### src/rtl/seg7_pkg.sv
// rtl/seg7_pkg.sv - shared segment patterns and reader FSM states
package seg7_pkg;

  // Active-low segment patterns, bit6=g ... bit0=a
  localparam logic [6:0] SEG_0     = 7'b1000000;
  localparam logic [6:0] SEG_1     = 7'b1111001;
  localparam logic [6:0] SEG_2     = 7'b0100100;
  localparam logic [6:0] SEG_3     = 7'b0110000;
  localparam logic [6:0] SEG_4     = 7'b0011001;
  localparam logic [6:0] SEG_5     = 7'b0010010;
  localparam logic [6:0] SEG_6     = 7'b0000010;
  localparam logic [6:0] SEG_7     = 7'b1111000;
  localparam logic [6:0] SEG_8     = 7'b0000000;
  localparam logic [6:0] SEG_9     = 7'b0010000;
  localparam logic [6:0] SEG_BLANK = 7'b1111111;

  typedef enum logic [1:0] {
    ST_IDLE   = 2'd0,
    ST_FILTER = 2'd1,
    ST_HOLD   = 2'd2
  } state_e;

endpackage

### src/rtl/seg7_decode.sv
// rtl/seg7_decode.sv - combinational segment pattern to BCD lookup
module seg7_decode
  import seg7_pkg::*;
(
  input  logic [6:0] pattern,
  output logic       legal,
  output logic       blank,
  output logic [3:0] bcd
);

  // Map a sampled pattern to its digit; anything unlisted is illegal
  always_comb begin
    legal = 1'b1;
    blank = 1'b0;
    bcd   = 4'd0;
    case (pattern)
      SEG_0:     bcd = 4'd0;
      SEG_1:     bcd = 4'd1;
      SEG_2:     bcd = 4'd2;
      SEG_3:     bcd = 4'd3;
      SEG_4:     bcd = 4'd4;
      SEG_5:     bcd = 4'd5;
      SEG_6:     bcd = 4'd6;
      SEG_7:     bcd = 4'd7;
      SEG_8:     bcd = 4'd8;
      SEG_9:     bcd = 4'd9;
      SEG_BLANK: begin
        legal = 1'b0;
        blank = 1'b1;
      end
      default:   legal = 1'b0;
    endcase
  end

endmodule

### src/rtl/seg7_reader.sv
// rtl/seg7_reader.sv - debounced seven-segment digit reader with history
module seg7_reader
  import seg7_pkg::*;
#(
  parameter int STABLE_CYCLES = 4,
  parameter int DIGITS        = 4
) (
  input  logic                         clk,
  input  logic                         reset,
  input  logic [6:0]                   leds,
  input  logic                         clear,
  output logic [3:0]                   bcd,
  output logic                         digit_valid,
  output logic                         illegal,
  output logic [4*DIGITS-1:0]          history,
  output logic [$clog2(DIGITS+1)-1:0]  count
);

  localparam int CW = $clog2(STABLE_CYCLES + 1);
  localparam int NW = $clog2(DIGITS + 1);
  localparam int HW = 4 * DIGITS;
  // The edge that would bring the counter to STABLE_CYCLES is the accepting edge
  localparam logic [CW-1:0] ACCEPT_AT = CW'(STABLE_CYCLES - 1);
  localparam logic [NW-1:0] COUNT_MAX = NW'(DIGITS);

  state_e         state_q, state_d;
  logic [6:0]     s_q;
  logic [6:0]     cand_q, cand_d;
  logic [CW-1:0]  cnt_q, cnt_d;
  logic [3:0]     bcd_q, bcd_d;
  logic           dv_q, dv_d;
  logic           ill_q, ill_d;
  logic [HW-1:0]  hist_q, hist_d;
  logic [NW-1:0]  count_q, count_d;

  logic           dec_legal;
  logic           dec_blank;
  logic [3:0]     dec_bcd;
  logic           accept;

  // All decisions are taken on the registered sample, never on raw leds
  seg7_decode u_decode (
    .pattern (s_q),
    .legal   (dec_legal),
    .blank   (dec_blank),
    .bcd     (dec_bcd)
  );

  // Next-state: stability filter FSM plus acceptance side effects
  always_comb begin
    state_d = state_q;
    cand_d  = cand_q;
    cnt_d   = cnt_q;
    bcd_d   = bcd_q;
    dv_d    = 1'b0;
    ill_d   = 1'b0;
    hist_d  = hist_q;
    count_d = count_q;
    accept  = 1'b0;

    case (state_q)
      ST_IDLE: begin
        if (!dec_blank) begin
          state_d = ST_FILTER;
          cand_d  = s_q;
          cnt_d   = CW'(1);
        end
      end
      ST_FILTER: begin
        if (dec_blank) begin
          state_d = ST_IDLE;
          cand_d  = SEG_BLANK;
          cnt_d   = '0;
        end else if (s_q == cand_q) begin
          cnt_d = cnt_q + CW'(1);
          if (cnt_q == ACCEPT_AT) begin
            state_d = ST_HOLD;
            accept  = 1'b1;
          end
        end else begin
          cand_d = s_q;
          cnt_d  = CW'(1);
        end
      end
      ST_HOLD: begin
        // Holding an accepted pattern produces no further pulses
        if (dec_blank) begin
          state_d = ST_IDLE;
          cand_d  = SEG_BLANK;
          cnt_d   = '0;
        end else if (s_q != cand_q) begin
          state_d = ST_FILTER;
          cand_d  = s_q;
          cnt_d   = CW'(1);
        end
      end
      default: begin
        state_d = ST_IDLE;
        cand_d  = SEG_BLANK;
        cnt_d   = '0;
      end
    endcase

    // At acceptance s equals the candidate, so the decoder output describes it
    if (accept) begin
      if (dec_legal) begin
        dv_d   = 1'b1;
        bcd_d  = dec_bcd;
        hist_d = (hist_q << 4) | HW'(dec_bcd);
        if (count_q != COUNT_MAX) begin
          count_d = count_q + NW'(1);
        end
      end else begin
        ill_d = 1'b1;
      end
    end

    // clear wins over the history/count update but leaves the pulse and bcd alone
    if (clear) begin
      hist_d  = '0;
      count_d = '0;
    end
  end

  // Single state register; reset overrides clear and every other input
  always_ff @(posedge clk) begin
    if (!reset) begin
      state_q <= ST_IDLE;
      s_q     <= SEG_BLANK;
      cand_q  <= SEG_BLANK;
      cnt_q   <= '0;
      bcd_q   <= 4'd0;
      dv_q    <= 1'b0;
      ill_q   <= 1'b0;
      hist_q  <= '0;
      count_q <= '0;
    end else begin
      state_q <= state_d;
      s_q     <= leds;
      cand_q  <= cand_d;
      cnt_q   <= cnt_d;
      bcd_q   <= bcd_d;
      dv_q    <= dv_d;
      ill_q   <= ill_d;
      hist_q  <= hist_d;
      count_q <= count_d;
    end
  end

  assign bcd         = bcd_q;
  assign digit_valid = dv_q;
  assign illegal     = ill_q;
  assign history     = hist_q;
  assign count       = count_q;

endmodule

### config.mk
export PLATFORM = sky130hd
export DESIGN_NAME = seg7_reader
export DESIGN_NICKNAME = d
export VERILOG_FILES = /design/src/rtl/seg7_pkg.sv /design/src/rtl/seg7_decode.sv /design/src/rtl/seg7_reader.sv
export SDC_FILE = /design/constraint.sdc
export NUM_CORES = 1
export LEC_CHECK = 0
export CORE_MARGIN = 4
export CORE_UTILIZATION = 50
export CTS_BUF_LIST = sky130_fd_sc_hd__clkbuf_16
export CTS_CLUSTER_DIAMETER = 30
export DETAILED_ROUTE_END_ITERATION = 7
export GPL_TIMING_DRIVEN = 0
export PLACE_DENSITY = 0.74
export SYNTH_ARGS = -nofsm -noshare
export SYNTH_HDL_FRONTEND = slang
export SYNTH_SLANG_ARGS = --single-unit
### constraint.sdc
create_clock -name clk -period 5.9 [get_ports clk]
set_clock_uncertainty 0.05 [all_clocks]
set_input_delay 1.18 -clock clk [delete_from_list [all_inputs] [get_ports clk]]
set_output_delay 1.18 -clock clk [all_outputs]
set_load 0.02 [all_outputs]
==> summary.txt <==
status -> completed
total gr overflow -> 0
Synth Net Count -> 259
DRC -> 0
Initial Utilization -> 53.33%
Num CTS Buffers -> 5
cell family with most CP delay -> buffers and inverters
worst ir drop on vdd -> 0.1905 mV
YS warnings -> 0
RSZ-0062 raised after global routing -> false
Pleak -> 1.028 nW
Fillers -> 362
CTS tree -> built
Synth Instances -> 241
Total GRT Usage -> 18.88%
switch share -> 25.65%
Distinct cells, synth -> 42
vias post-DR -> 1838
placer congestion estimate -> 0.8454
delay of the slowest critical-path stage -> 560 ps
Cell Pwr Density -> 274.3 nW/µm²
post-cts gate resize count -> 0
Top FF cell, synth -> dfxtp_1
vias in the first global route -> 1749
Syn Area/Cell -> 9.106 µm²
multi-input logic area -> 1196 µm²
layout cells sized above 1 -> 8.481%
worst-path cell chain -> clkdlybuf4s50_1 -> inv_1 -> nor2_1 -> clkbuf_1 -> nand2_1 -> mux2i_1
Die Ht -> 74.25 µm
maximum number of pins on one net before global-route repair -> 15
top-level I/O count -> 35
ant diodes -> 0
Tcrit/Tclk final -> 44.08%
Setup crit end kind -> flip-flop
Via density -> 5.520
Slew @ Worst Pin -> 572.2 ps
clk slew on worst S/H paths -> 60 ps
drt initial violations -> 132
FFs w/ async S/R, synth -> 0%
area leader, netlist -> dfxtp_1
DIE AREA -> 5513 µm²
Mapped Area -> 2195 µm²
Final ANT Viol Nets -> 0
core area -> 4115 µm²
CTS HTree Levels -> 2
CP Class -> in -> reg
#FFs+latches synth -> 44
final setup fails -> 0
share of power burned in registers -> 42.8%
WL final -> 4.848 mm
clock network power share -> 41.0%
cells taking the most area after synthesis -> dfxtp_1 40%, mux2i_1 9.1%, nand2_1 5.3%
root buffer cell -> clkbuf_16
Clk Latency, worst-skew pair -> 280 ps
clk buf depth -> 2
TNS Setup -> 0 ps
total power -> 758.4 µW
initial antenna violation count -> 0
Post-synth EDFFs -> 0
crit path setup slack, layout -> 3299 ps
drt first pass iters -> 5
Pint -> 563.9 µW
Net Switching -> 194.5 µW
final hold vios -> 0
first-pass GRT wire length -> 8.059 mm
register area -> 880.8 µm²
Max Clk Rate -> 384.5 MHz
Worst EP required -> 6060 ps
worst-path fanout max -> 10
IO buf count -> 34
die width -> 74.25 µm
Buf+Inv Stages, Crit Path -> 3
Worst path slowest cell -> clkdlybuf4s50_1
area grow syn2layout -> 26.00%
combinational group share of total power -> 16.3%
Final HPWL DP -> 3.515 mm
Synth top area share -> 40.14%
drt wl/cell -> 14.56 µm
Tmin final -> 2601 ps
CTS Sinks -> 44
Site Rows -> 23
min-delay worst type -> reg -> reg
post-place setup slack -> 2984 ps
# hold bufs at CTS -> 0
worst rel slew slack -> 61.85%
Final Max Tran Viols -> 0
Startpoint Class -> primary input
Arr. time, crit path -> 2760 ps
Final Core Density -> 67.19%
sequential share of the synthesized area -> 40.14%
postcts setup bufs -> 0
total of max-cap violations -> 0
Net count, final -> 300
-- kinds of logic (layout without fill, tap and decap cells) --
| group | count (synthesis) | count (layout) | share of synthesized area [%] |
|---|---|---|---|
| DFF | 44 | 44 | 40.14 |
| muxes | 20 | 20 | 9.122 |
| buffers and inverters | 25 | 67 | 5.360 |
| and+or+nand+nor | 90 | 90 | 22.41 |
| adders and majority gates | 8 | 8 | 4.561 |
| xor gates and xnor gates | 9 | 9 | 3.592 |
| AOI/OAI and AO/OA | 45 | 45 | 14.82 |
-- cells in the final DEF, fill, tap and decap left out, types with 5 or more instances in the layout --
cell,synthesis,routed
a21oi_1,13,13
and3_1,5,5
clkbuf_1,8,8
clkbuf_16,0,5
clkdlybuf4s50_1,0,34
dfxtp_1,44,44
ha_1,8,8
inv_1,10,10
mux2i_1,20,20
nand2_1,31,31
nand2b_1,10,10
nand3_1,12,12
nor2_1,10,10
o31a_1,7,7
xor2_1,9,9
-- final cells by class --
type                       instances  share of cell area (%)
clock inverter                     3                   1.538
inverter                          10                   1.357
sequential                        44                   31.86
tap                               50                   2.262
multi-input combinational        172                   43.26
timing repair buffer              34                   12.31
buffer                            15                   2.896
clock buffer                       5                   4.525
-- worst reg2reg max path: stages (launching register included) --
cell	delay [ps]
dfxtp_1	290
buf_2	170
xor2_1	170
nor3_2	480
nand4_2	300
a21oi_2	250
buf_6	200
mux2i_1	210
-- metrics by stage --
step	hold slack, ps	area (µm²)	instances
after detailed placement	401.0	2597	325
final	405.4	2765	333
after CTS	409.5	2765	333
after floorplan	383.8	2195	241
after global placement	391.9	2597	325
after global routing	421.6	2765	333
-- registers in the layout (all words and copies together) (netlist names) --
signal and cells:
cnt_q 3, bcd 4, digit_valid 1, cand_q 7
state_q 2, illegal 1, count 3, s_q 7
history 16
-- cell usage after synthesis (all sizes together), types with 2 or more instances --
| master | n |
|---|---|
| ha | 8 |
| or3 | 2 |
| clkbuf | 8 |
| buf | 7 |
| nand2 | 31 |
| nor4 | 3 |
| a31oi | 4 |
| a211oi | 5 |
| a21oi | 14 |
| nand2b | 10 |
| and4 | 2 |
| o41ai | 2 |
| o31a | 7 |
| nor3 | 2 |
| o2111ai | 3 |
| mux2i | 20 |
| and3 | 5 |
| xor2 | 9 |
| inv | 10 |
| nand3 | 12 |
| dfxtp | 44 |
| a31o | 2 |
| or4 | 2 |
| nand4 | 4 |
| nor2 | 10 |
| nand4b | 3 |
| o21ai | 4 |
-- power by group through the flow --
stage / Combinational, mW / Sequential (mW) / Clock (mW)
after global routing: 0.139 / 0.327 / 0.328
after floorplan: 0.0953 / 0.328 / 0
after CTS: 0.123 / 0.324 / 0.317
after global placement: 0.119 / 0.330 / 0
after detailed placement: 0.121 / 0.331 / 0
final: 0.123 / 0.324 / 0.311
-- worst paths after layout --
check | depth (start not counted) | from | endpoint | slack [ps]
max | 6 | reset | history[15] | 3300
min | 2 | history[13] | history[13] | 410
max reg2reg | 7 | s_q[4] | history[15] | 3710
min reg2reg | 2 | history[13] | history[13] | 410
-- metal layers --
layer	routed length, µm	vias up	global-route usage (%)
met1	2304	843	25.98
met5	0	-	0
met3	240	5	4.054
met2	2253	41	29.82
met4	49	0	5.731
li1	-	949	-
(Power assumes the default switching activity.)
==> patch 1: new RTL, same flow settings <==
`DIGITS`: 4 -> 8.
--- a/src/rtl/seg7_reader.sv
+++ b/src/rtl/seg7_reader.sv
@@ -3,7 +3,7 @@
   import seg7_pkg::*;
 #(
   parameter int STABLE_CYCLES = 4,
-  parameter int DIGITS        = 4
+  parameter int DIGITS        = 8
 ) (
   input  logic                         clk,
   input  logic                         reset,
Interface: changed (resized count and history); port bits go from 35 to 52. No check against the original RTL was run, so the function may have changed too.
==> patch 1 against the original RTL <==
Final area rose by 28%. Total power rose by 36%. Fmax fell by 2.7%. Via count rose by 30%. Setup slack got worse by 0.072 ns. Sequential cell count rose by 17. Synthesized area rose by 21%. Non-clock buffer count rose by 23. Critical path depth did not move. Final cell count rose by 35%. Sequential share of layout area rose by 2.7 points. Wire length rose by 27%. Critical path type unchanged. Largest power group is now the clock network.
==> patch 1: results <==
# TYPE chip_impl_metric gauge
chip_impl_metric{name="routed_wl",unit="mm"} 6.17
chip_impl_metric{name="tritoncts.num_buffers",unit=""} 9
chip_impl_metric{name="grt_pass1_vias",unit=""} 2305
chip_impl_info{name="ys_top_cells_by_count",value="sky130_fd_sc_hd__nand2_1, sky130_fd_sc_hd__dfxtp_1, sky130_fd_sc_hd__a21oi_1"} 1
chip_impl_info{name="status",value="completed"} 1
chip_impl_metric{name="pre_cts_slack",unit="ns"} 2.91
chip_impl_metric{name="numPortBuffers",unit=""} 51
chip_impl_info{name="r2r-end",value="cand_q[1]$_SDFFE_PN1P_"} 1
chip_impl_metric{name="clk_latency",unit="ns"} 0.33
chip_impl_metric{name="ys_seq_elements",unit=""} 61
chip_impl_metric{name="fillers",unit=""} 440
chip_impl_info{name="capturing_element_of_the_worst_setup_path",value="history[1]$_SDFFE_PP0P_"} 1
chip_impl_metric{name="globalRouteMet2Util",unit="%"} 33.8
chip_impl_metric{name="first_pass_iters",unit=""} 4
chip_impl_metric{name="worstMarginPinSlew",unit="ns"} 0.755
chip_impl_metric{name="drt-met1-wl",unit="mm"} 2.80
chip_impl_metric{name="global_route_wire_length_before_repair",unit="mm"} 10.6
chip_impl_metric{name="grt_usage",unit="%"} 20.8
chip_impl_metric{name="mappedNetlistNets",unit=""} 329
chip_impl_metric{name="drt-vias-per-instance",unit=""} 5.33
chip_impl_metric{name="route.met3.wl",unit="um"} 309
chip_impl_metric{name="combined_area_of_the_multi_input_logic_cells",unit="um2"} 1260
chip_impl_info{name="min_delay_worst_endpoint",value="history[30]$_SDFFE_PP0P_"} 1
chip_impl_metric{name="global_route_met3_usage",unit="%"} 3.99
chip_impl_metric{name="wl_met2",unit="mm"} 2.96
chip_impl_metric{name="buf_share",unit="%"} 18.1
chip_impl_metric{name="drive_above_1_share",unit="%"} 7.94
patch 1: changes by cell type after synthesis, moves of 3 or more:
| cell | delta |
|---|---|
| sky130_fd_sc_hd__a21oi_1 | +22 |
| sky130_fd_sc_hd__a2bb2oi_1 | +7 |
| sky130_fd_sc_hd__a31oi_1 | -4 |
| sky130_fd_sc_hd__and3_1 | -5 |
| sky130_fd_sc_hd__dfxtp_1 | +17 |
| sky130_fd_sc_hd__mux2i_1 | -18 |
| sky130_fd_sc_hd__nand2_1 | +51 |
| sky130_fd_sc_hd__nand3_1 | -10 |
| sky130_fd_sc_hd__nor3_1 | +3 |
| sky130_fd_sc_hd__o21ai_1 | +4 |
| sky130_fd_sc_hd__o31a_1 | -7 |
| sky130_fd_sc_hd__o32ai_1 | +6 |
patch 1: stage by stage:
step,util (%),total power [mW],instance area [um2],hold slack [ns],std cells
finish,69.1,1.03,3530,0.400,448
global route,69.1,1.08,3530,0.423,448
CTS,69.1,1.04,3530,0.404,448
detailed placement,63.5,0.543,3250,0.397,432
global placement,63.5,0.542,3250,0.392,432
floorplan,-,0.519,2650,0.404,311
patch 1: report_power, final:
| part | internal, mW | leakage [nW] | switching (mW) |
|---|---|---|---|
| Sequential | 0.428 | 0.496 | 0.0110 |
| Clock | 0.320 | 0.147 | 0.177 |
| Combinational | 0.0436 | 0.651 | 0.0537 |
| Total | 0.791 | 1.29 | 0.241 |
patch 1: cells by family after synthesis:
| family | Yosys count | synth area share [%] |
|---|---|---|
| flip-flops | 61 | 46.1 |
| AND/OR/NAND/NOR | 126 | 21.9 |
| multiplexers | 2 | 0.756 |
| AO/OA/AOI/OAI | 74 | 18.2 |
| adder cells (fa/ha/maj) | 8 | 3.78 |
| buffers and inverters | 31 | 6.24 |
| XOR/XNOR | 9 | 2.98 |
==> patch 2: new RTL, same settings <==
Without the edit above. Add an input register stage for `leds` and `clear`; this delays them by one clock. Comments in the files are not updated.
--- a/src/rtl/seg7_reader.sv
+++ b/src/rtl/seg7_reader.sv
@@ -22,6 +22,14 @@
   // The edge that would bring the counter to STABLE_CYCLES is the accepting edge
   localparam logic [CW-1:0] ACCEPT_AT = CW'(STABLE_CYCLES - 1);
   localparam logic [NW-1:0] COUNT_MAX = NW'(DIGITS);
+
+  logic [6:0] leds_q;
+  logic clear_q;
+
+  always_ff @(posedge clk) begin
+    leds_q  <= leds;
+    clear_q <= clear;
+  end
 
   state_e         state_q, state_d;
   logic [6:0]     s_q;
@@ -116,7 +124,7 @@
     end
 
     // clear wins over the history/count update but leaves the pulse and bcd alone
-    if (clear) begin
+    if (clear_q) begin
       hist_d  = '0;
       count_d = '0;
     end
@@ -136,7 +144,7 @@
       count_q <= '0;
     end else begin
       state_q <= state_d;
-      s_q     <= leds;
+      s_q     <= leds_q;
       cand_q  <= cand_d;
       cnt_q   <= cnt_d;
       bcd_q   <= bcd_d;
Behaviour: not the same (a bounded check fails within 10 cycles, from zero or initial values and one cycle with reset low).
==> patch 2 against the original RTL <==
Synthesized area increased by 2.3%. Via count decreased by 3.8%. Sequential cell count increased by 8. Sequential power increased by 16%. Final area increased by 0.95%. Global-route usage decreased by 2.3 points. Non-clock buffer count increased by 4. Register-to-register slack got worse by 0.02 ns. Wire length decreased by 11%. Setup slack got worse by 0.024 ns. Total power decreased by 1.8%. Hold slack got worse by 0.050 ns.
==> patch 2: results <==
# TYPE chip_impl_metric gauge
chip_impl_info{name="rr_startpoint",value="s_q[5]$_SDFF_PN1_"} 1
chip_impl_metric{name="finalWeightedCongestion",unit=""} 0.858
chip_impl_metric{name="max-slew-margin-rel",unit="%"} 68.6
chip_impl_metric{name="nNetsFinal",unit=""} 311
chip_impl_metric{name="r2r_setup_slack",unit="ns"} 3.69
chip_impl_metric{name="synth_seq_area_share",unit="%"} 46.4
chip_impl_metric{name="placed_cells_incl_taps",unit=""} 338
chip_impl_metric{name="mappedNetlistNets",unit=""} 270
chip_impl_metric{name="fillers",unit=""} 372
chip_impl_info{name="ys_top_cells_by_count",value="sky130_fd_sc_hd__dfxtp_1, sky130_fd_sc_hd__nand2_1, sky130_fd_sc_hd__a21oi_1"} 1
chip_impl_metric{name="dp_hpwl",unit="mm"} 3.04
chip_impl_metric{name="pin_count_of_the_biggest_net_entering_global_routing",unit=""} 16
chip_impl_metric{name="synth_cell_types",unit=""} 40
chip_impl_info{name="status",value="completed"} 1
chip_impl_metric{name="leakagePower",unit="nW"} 1.06
chip_impl_metric{name="grt_pass1_vias",unit=""} 1584
chip_impl_metric{name="drt_iter0_drc",unit=""} 114
chip_impl_metric{name="vdd.ir_drop.worst",unit="mV"} 0.177
chip_impl_metric{name="synth-adder-area-share",unit="%"} 4.46
chip_impl_info{name="synthTopCellsByArea",value="sky130_fd_sc_hd__dfxtp_1, sky130_fd_sc_hd__nand2_1, sky130_fd_sc_hd__ha_1, sky130_fd_sc_hd__a21oi_1, sky130_fd_sc_hd__xor2_1"} 1
chip_impl_metric{name="timing.critical_path.slowest_cell_delay",unit="ns"} 0.61
chip_impl_metric{name="synthMuxAreaShare",unit="%"} 0.892
chip_impl_info{name="hold_path_startpoint",value="leds_q[1]$_DFF_P_"} 1
chip_impl_metric{name="first_pass_iters",unit=""} 4
chip_impl_metric{name="post_dp_area",unit="um2"} 2650
chip_impl_metric{name="pre_cts_slack",unit="ns"} 2.98
chip_impl_metric{name="drive_above_1_share",unit="%"} 9.52
chip_impl_metric{name="syn-instance-count",unit=""} 252
chip_impl_metric{name="parity_gate_share_of_the_synthesized_area_counting_xor_and_xnor_cells",unit="%"} 3.51
chip_impl_metric{name="fin_ws",unit="ns"} 3.27
chip_impl_metric{name="clkPwrFrac",unit="%"} 37.0
chip_impl_info{name="r2r-end",value="cand_q[4]$_SDFFE_PN1P_"} 1
chip_impl_info{name="capturing_element_of_the_worst_setup_path",value="cnt_q[2]$_SDFFE_PN0P_"} 1
chip_impl_metric{name="grt_usage",unit="%"} 16.6
patch 2: cell types whose count changed after synthesis, sizes merged, moves of 6 or more:
cell	delta
mux2i	-18
a21oi	+6
nand2	+16
buf	+7
dfxtp	+8
nand3	-7
o31a	-7
patch 2: final cells by class:
type,count,area (um2),area share (%)
multi-input cells,168,1050,37.6
well taps,52,65.1,2.33
flip-flops and latches,52,1040,37.3
plain buffers,19,106,3.81
clock inverters,3,16.3,0.583
clock buffers,5,125,4.48
repair buffers,34,340,12.2
inverters,13,48.8,1.75
patch 2: power groups by stage:
stage,Sequential (mW),Combinational [mW],Clock [mW]
2_1_floorplan,0.383,0.0708,0
3_3_place_gp,0.385,0.0904,0
3_5_place_dp,0.385,0.0920,0
4_1_cts,0.377,0.0923,0.284
5_1_grt,0.380,0.104,0.299
6_report,0.377,0.0921,0.275
patch 2: worst reg2reg max path, cell delays in order, from the launching register on:
cell,delay (ns)
sky130_fd_sc_hd__dfxtp_1,0.30
sky130_fd_sc_hd__buf_2,0.23
sky130_fd_sc_hd__nand3_1,0.18
sky130_fd_sc_hd__or2_2,0.32
sky130_fd_sc_hd__buf_2,0.17
sky130_fd_sc_hd__nand3_1,0.13
sky130_fd_sc_hd__o21ai_1,0.17
sky130_fd_sc_hd__buf_2,0.22
sky130_fd_sc_hd__a211oi_1,0.22
sky130_fd_sc_hd__a31oi_1,0.07
patch 2: worst min-delay path by stage:
stage / cells after the start / end / slack [ns]
5_1_grt: 1 / s_q[6]$_SDFF_PN1_ / 0.37
3_3_place_gp: 1 / s_q[1]$_SDFF_PN1_ / 0.34
6_report: 1 / s_q[1]$_SDFF_PN1_ / 0.36
2_1_floorplan: 1 / s_q[0]$_SDFF_PN1_ / 0.34
3_5_place_dp: 1 / s_q[0]$_SDFF_PN1_ / 0.34
4_1_cts: 1 / s_q[0]$_SDFF_PN1_ / 0.36
patch 2: logic make-up (layout without fill, tap and decap cells):
family / Yosys count / in the layout
AND/OR/NAND/NOR: 93 / 93
AO/OA/AOI/OAI: 56 / 56
adder cells (fa/ha/maj): 8 / 8
multiplexers: 2 / 2
XOR/XNOR: 9 / 9
flip-flops: 52 / 52
buffers and inverters: 32 / 74
patch 2: metal layers:
layer | vias to the layer above | global-route usage [%] | routed length, um
met5 | - | 0 | 0
met3 | 5 | 4.01 | 159
met2 | 28 | 27.1 | 2050
met1 | 793 | 21.5 | 2030
met4 | 0 | 5.34 | 57
li1 | 942 | - | -
